File: src/rtl/fifo_rd_ctrl.sv
// FIFO read controller: pulls words from a one-cycle-latency synchronous FIFO
// and presents them on a valid/ready stream through a 2-entry skid buffer.
// Run/drain sequencing is handled by a small IDLE/RUN/DRAIN state machine.
module fifo_rd_ctrl #(
  parameter int WIDTH = 8,
  parameter int CNT_W = 16
) (
  input  logic             rd_clk,
  input  logic             rst_n,
  input  logic             en,
  input  logic             fifo_empty,
  input  logic [WIDTH-1:0] fifo_rdata,
  input  logic             fifo_rd_err,
  output logic             fifo_rd_en,
  output logic             m_valid,
  input  logic             m_ready,
  output logic [WIDTH-1:0] m_data,
  output logic             busy,
  output logic             err,
  output logic [CNT_W-1:0] word_cnt
);

  typedef enum logic [1:0] {
    IDLE  = 2'd0,
    RUN   = 2'd1,
    DRAIN = 2'd2
  } state_t;

  state_t             state_q, state_d;
  logic               inflight_q, inflight_d;
  logic [1:0]         buf_cnt_q, buf_cnt_d;
  logic [WIDTH-1:0]   buf_q [2];
  logic [WIDTH-1:0]   buf_d [2];
  logic [CNT_W-1:0]   word_cnt_q, word_cnt_d;
  logic               err_q, err_d;

  logic               pop;
  logic [1:0]         base;   // occupancy left after this cycle's pop
  logic [2:0]         occ;    // committed slots: buffered + inflight - pop

  assign m_valid  = (buf_cnt_q != 2'd0);
  assign m_data   = buf_q[0];
  assign pop      = m_valid && m_ready;
  assign busy     = (state_q != IDLE);
  assign err      = err_q;
  assign word_cnt = word_cnt_q;

  assign base = buf_cnt_q - 2'(pop);
  assign occ  = 3'(buf_cnt_q) + 3'(inflight_q) - 3'(pop);

  // Reads are gated by reset so nothing is pulled from the FIFO while the
  // controller is being cleared; a read is only issued when a slot is free.
  assign fifo_rd_en = rst_n && (state_q == RUN) && !fifo_empty && (occ < 3'd2);

  // Next-state logic for the run/drain sequencer.
  always_comb begin
    // NOTE: every always_comb output gets a default first so no path leaves
    // it unassigned, which would otherwise infer a latch.
    state_d = state_q;
    unique case (state_q)
      IDLE:    if (en) state_d = RUN;
      RUN:     if (!en) state_d = DRAIN;
      DRAIN: begin
        if (en)                                   state_d = RUN;
        else if (buf_cnt_q == 2'd0 && !inflight_q) state_d = IDLE;
      end
      default: state_d = IDLE;
    endcase
  end

  // Buffer update: pop shifts the head out, a capture appends behind whatever
  // remains, so a simultaneous pop and capture keeps the count unchanged.
  always_comb begin
    buf_d      = buf_q;
    buf_cnt_d  = base;
    inflight_d = fifo_rd_en;
    word_cnt_d = word_cnt_q + CNT_W'(pop);
    err_d      = err_q || fifo_rd_err;
    if (pop) begin
      buf_d[0] = buf_q[1];
    end
    if (inflight_q) begin
      if (base == 2'd2) begin
        // Capture with no free slot cannot happen with correct flow control;
        // flag it rather than silently corrupting the stream.
        err_d = 1'b1;
      end else begin
        buf_d[base[0]] = fifo_rdata;
        buf_cnt_d      = base + 2'd1;
      end
    end
  end

  // State and datapath registers with synchronous active-low reset.
  always_ff @(posedge rd_clk) begin
    // NOTE: sequential state uses non-blocking assignments so every register
    // samples its pre-edge value regardless of statement order.
    if (!rst_n) begin
      state_q    <= IDLE;
      inflight_q <= 1'b0;
      buf_cnt_q  <= 2'd0;
      word_cnt_q <= '0;
      err_q      <= 1'b0;
      // NOTE: the buffer storage is reset because its head drives m_data,
      // which must read zero out of reset; it is only two words.
      buf_q[0]   <= '0;
      buf_q[1]   <= '0;
    end else begin
      state_q    <= state_d;
      inflight_q <= inflight_d;
      buf_cnt_q  <= buf_cnt_d;
      word_cnt_q <= word_cnt_d;
      err_q      <= err_d;
      buf_q[0]   <= buf_d[0];
      buf_q[1]   <= buf_d[1];
    end
  end

endmodule

File: config.mk
export PLATFORM = sky130hd
export DESIGN_NAME = fifo_rd_ctrl
export DESIGN_NICKNAME = d
export VERILOG_FILES = /design/src/rtl/fifo_rd_ctrl.sv
export SDC_FILE = /design/constraint.sdc
export NUM_CORES = 1
export LEC_CHECK = 0
export CORE_MARGIN = 2
export CORE_UTILIZATION = 35
export DETAILED_ROUTE_END_ITERATION = 8
export GPL_TIMING_DRIVEN = 0
export HOLD_SLACK_MARGIN = 0.1
export PLACE_DENSITY_LB_ADDON = 0.2
export SLEW_MARGIN = 20
export SYNTH_ARGS = -nofsm -noshare
export SYNTH_HDL_FRONTEND = slang
export SYNTH_SLANG_ARGS = --single-unit
File: constraint.sdc
create_clock -name rd_clk -period 2.3 [get_ports rd_clk]
set_clock_uncertainty 0.05 [all_clocks]
set_input_delay 0.23 -clock rd_clk [delete_from_list [all_inputs] [get_ports rd_clk]]
set_output_delay 0.23 -clock rd_clk [all_outputs]
set_load 0.05 [all_outputs]
==> flow_summary.toml <==
[timing]
worst_pin_slew_ns = 0.548
max-slew-margin-rel_pct = 63.4
rsz0062_at_grt = "false"
finalCritPeriodShare_pct = 93.9
fin_crit_ns = 2.16
setup_viol_count_final = 0
fin_tns_setup_ns = 0
max_freq_mhz = 463
layout_setup_ws_ns = 0.140
hold_slack_ns = 0.417
drv_slew = 0
finalHoldViolCount = 0

[setup_path]
regToRegSetupSlack_ns = 0.23
critical_path_class = "reg -> out"
crit_slowest_cell = "fa_1"
path_cells = "nand3b_4 > nand2_1 > nand2_1 > fa_1 > nand4b_1 > nor2_2 > buf_6"
endpoint_kind = "output port"
r2r_start = "buf_cnt_q[0]$_SDFF_PN0_"
startpoint_type = "flop"
critPathBufInv = 1
crit_arrival_ns = 1.88
cpMostUsedCell = "nand2_1"
slowest_delay_ns = 0.49
cp_max_fo = 5
required_ns = 2.02
timing.rr.end = "m_data[0]$_SDFF_PN0_"
cp_top_family = "simple AND/OR/NAND/NOR gates"
reg2reg_depth = 7

[cells_and_area]
layout.nets = 257
fillers = 493
fin_cells = 305
fin_util_pct = 49.5
n_antenna_cell = 0
areaGrowthSynthToFinish_pct = 33.7
layout-drive-gt1-share_pct = 13.0

[clock_tree]
clock_latency_ns = 0.28
root_buffer = "clkbuf_8"
cts-buffers-inserted = 5
cts_tree = "built"
cts.sinks = 38
htreeDepth = 2
path_clk_slew_ns = 0.07
hold_buffers = 0
clockBufferDepth = 2

[drt]
vias = 1377
drc = 0
wire_per_inst_um = 12.0
dr.first_iter.drc_count = 32
vias_per_cell = 4.51
wirelength_um = 3670
ant_nets = 0
drt_first_pass_iters = 4

[grt]
grt_pass1_wl_um = 5930
grt_overflow = 0
grt_max_degree = 11
antenna_found_initial = 0
grt_pass1_vias = 1257
grtUsageTotal_pct = 13.7

[synthesis]
synth_xor_area_share_pct = 6.38
ys_types = 35
seq_area_frac_synth_pct = 42.6
synth.area.top_cells = "dfxtp_1, mux2i_1, nor2_1, a211oi_1, xor2_1"
ys_ff_latch = 38
synth_area_um2 = 1780
synth_warnings = 0
synth_compound_area_share_pct = 7.71
yosys.area_share.simple_pct = 22.4
synth_top_area_share_pct = 42.6
synth_top_family_by_area = "simple AND/OR/NAND/NOR gates"
synth_area_leader_cell = "dfxtp_1"
synth_mux_area_share_pct = 10.7
postSynthCellCount = 190
avgSynthCellArea_um2 = 9.39
synth_fa_ha_area_share_pct = 3.93
syn-num-nets = 209

[floorplan]
io-pin-count = 42
rows = 25
core_area_um2 = 4820
die_height_um = 75.4
dieArea_um2 = 5690
die_w_um = 75.4
start_util_pct = 37.0

[flow_run]
cap_viol_max_count = 0

[min_path]
hold_class = "reg -> reg"
min_from = "state_q[0]$_SDFFE_PN0P_"
min_to = "state_q[0]$_SDFFE_PN0P_"
whs_path_depth = 1

[placement]
place_hpwl_um = 2600
io_buffers = 40
dpl_worst_slack_ns = -0.478
place_inst = 297
gp_congestion = 0.721

[status]
status = "finished clean"

[pwr]
p_leak_uw = 0.000960
ir_worst_vdd_uv = 290
p_per_area_nw_per_um2 = 515
-- metrics by stage --
stage | power, µW | area (µm²)
CTS | 1250 | 2360
detailed placement | 824 | 2270
global placement | 823 | 2270
finish | 1230 | 2380
global route | 1280 | 2380
floorplan | 769 | 1790
-- cell type report --
class                      count  area [µm²]  share of cell area [%]
clock buffer                   7        76.3                    3.20
timing repair buffer          41         409                    17.2
inverter                       6        22.5                   0.944
multi-input combinational    131         933                    39.1
sequential                    38         768                    32.2
tap                           67        83.8                    3.52
buffer                        15        91.3                    3.83
-- layer usage --
metal	global-route usage (%)	vias up	wire length, µm
met5	0	-	0
met4	4.68	0	49
met3	4.23	6	196
met2	20.6	28	1640
met1	18.8	610	1780
li1	-	733	-
-- synth_stat cells --
| master | n |
|---|---|
| dfxtp_1 | 38 |
| nor2_1 | 35 |
| mux2i_1 | 19 |
| a211oi_1 | 9 |
| nand2_1 | 9 |
| buf_4 | 8 |
| xor2_1 | 7 |
| inv_1 | 6 |
| xnor2_1 | 6 |
| nand3_1 | 5 |
| nor3_1 | 5 |
| a21oi_1 | 4 |
| clkbuf_1 | 4 |
| ha_1 | 4 |
| nand2b_1 | 4 |
| and2_1 | 3 |
| buf_2 | 3 |
| nand4_1 | 3 |
| nand3b_2 | 2 |
| a21oi_4 | 1 |
| and3_1 | 1 |
| and4_1 | 1 |
| and4_4 | 1 |
| fa_1 | 1 |
| nand2_4 | 1 |
| nand4_2 | 1 |
| nand4b_1 | 1 |
| nor2b_1 | 1 |
| nor3b_1 | 1 |
| nor4_1 | 1 |
| o2111ai_4 | 1 |
| o31ai_1 | 1 |
| or2_1 | 1 |
| or2_2 | 1 |
| or4_1 | 1 |
-- layout by cell type (no fill, tap or decap), drive strengths merged, types with 4 or more instances in the layout --
| cell | Yosys | routed |
|---|---|---|
| nand2b | 4 | 4 |
| a21oi | 5 | 5 |
| xor2 | 7 | 7 |
| clkdlybuf4s50 | 0 | 39 |
| nand3 | 5 | 5 |
| a211oi | 9 | 9 |
| nand2 | 10 | 10 |
| dfxtp | 38 | 38 |
| nand4 | 4 | 4 |
| ha | 4 | 4 |
| nor2 | 35 | 35 |
| mux2i | 19 | 19 |
| inv | 6 | 6 |
| buf | 11 | 13 |
| clkbuf | 4 | 11 |
| nor3 | 5 | 5 |
| xnor2 | 6 | 6 |
-- kinds of logic (layout without fill, tap and decap cells) --
logic type	after synthesis	in the layout
compound gates	16	16
xor+xnor	13	13
fa+ha+maj	5	5
buf+inv	21	69
flops	38	38
mux	19	19
simple gates	78	78
-- power breakdown --
group / internal [µW] / leakage, µW / total, µW / switching [µW]
Clock: 209 / 0.0000383 / 420 / 211
Combinational: 58.6 / 0.000613 / 135 / 76.0
Sequential: 666 / 0.000309 / 673 / 6.67
-- timing repair --
item / CTS / global route
setup buffers: 0 / 1
gates resized for setup: 9 / 5
hold endpoints to repair: 0 / 0
endpoints found under the setup margin: 17 / 11
gates cloned: 0 / 0
-- worst register-to-register path: stages, from the launching register on --
cell and delay, ns:
dfxtp_4 0.37, nand3b_4 0.17, ha_1 0.31, ha_1 0.21, nand2b_1 0.20, nand3b_4 0.22
buf_2 0.21, a211oi_1 0.24
-- worst max-delay path by stage --
stage                                       start          to  slack (ns)  cells past startpoint
after floorplan           buf_cnt_q[1]$_SDFF_PN0_  fifo_rd_en        0.13                      6
after global placement    buf_cnt_q[1]$_SDFF_PN0_  fifo_rd_en       -0.44                      7
after detailed placement  buf_cnt_q[1]$_SDFF_PN0_  fifo_rd_en       -0.48                      7
after CTS                 buf_cnt_q[1]$_SDFF_PN0_  fifo_rd_en       0.004                      7
after global routing      buf_cnt_q[0]$_SDFF_PN0_  fifo_rd_en        0.03                      7
final                     buf_cnt_q[0]$_SDFF_PN0_  fifo_rd_en        0.14                      7
(Power assumes the default switching activity.)
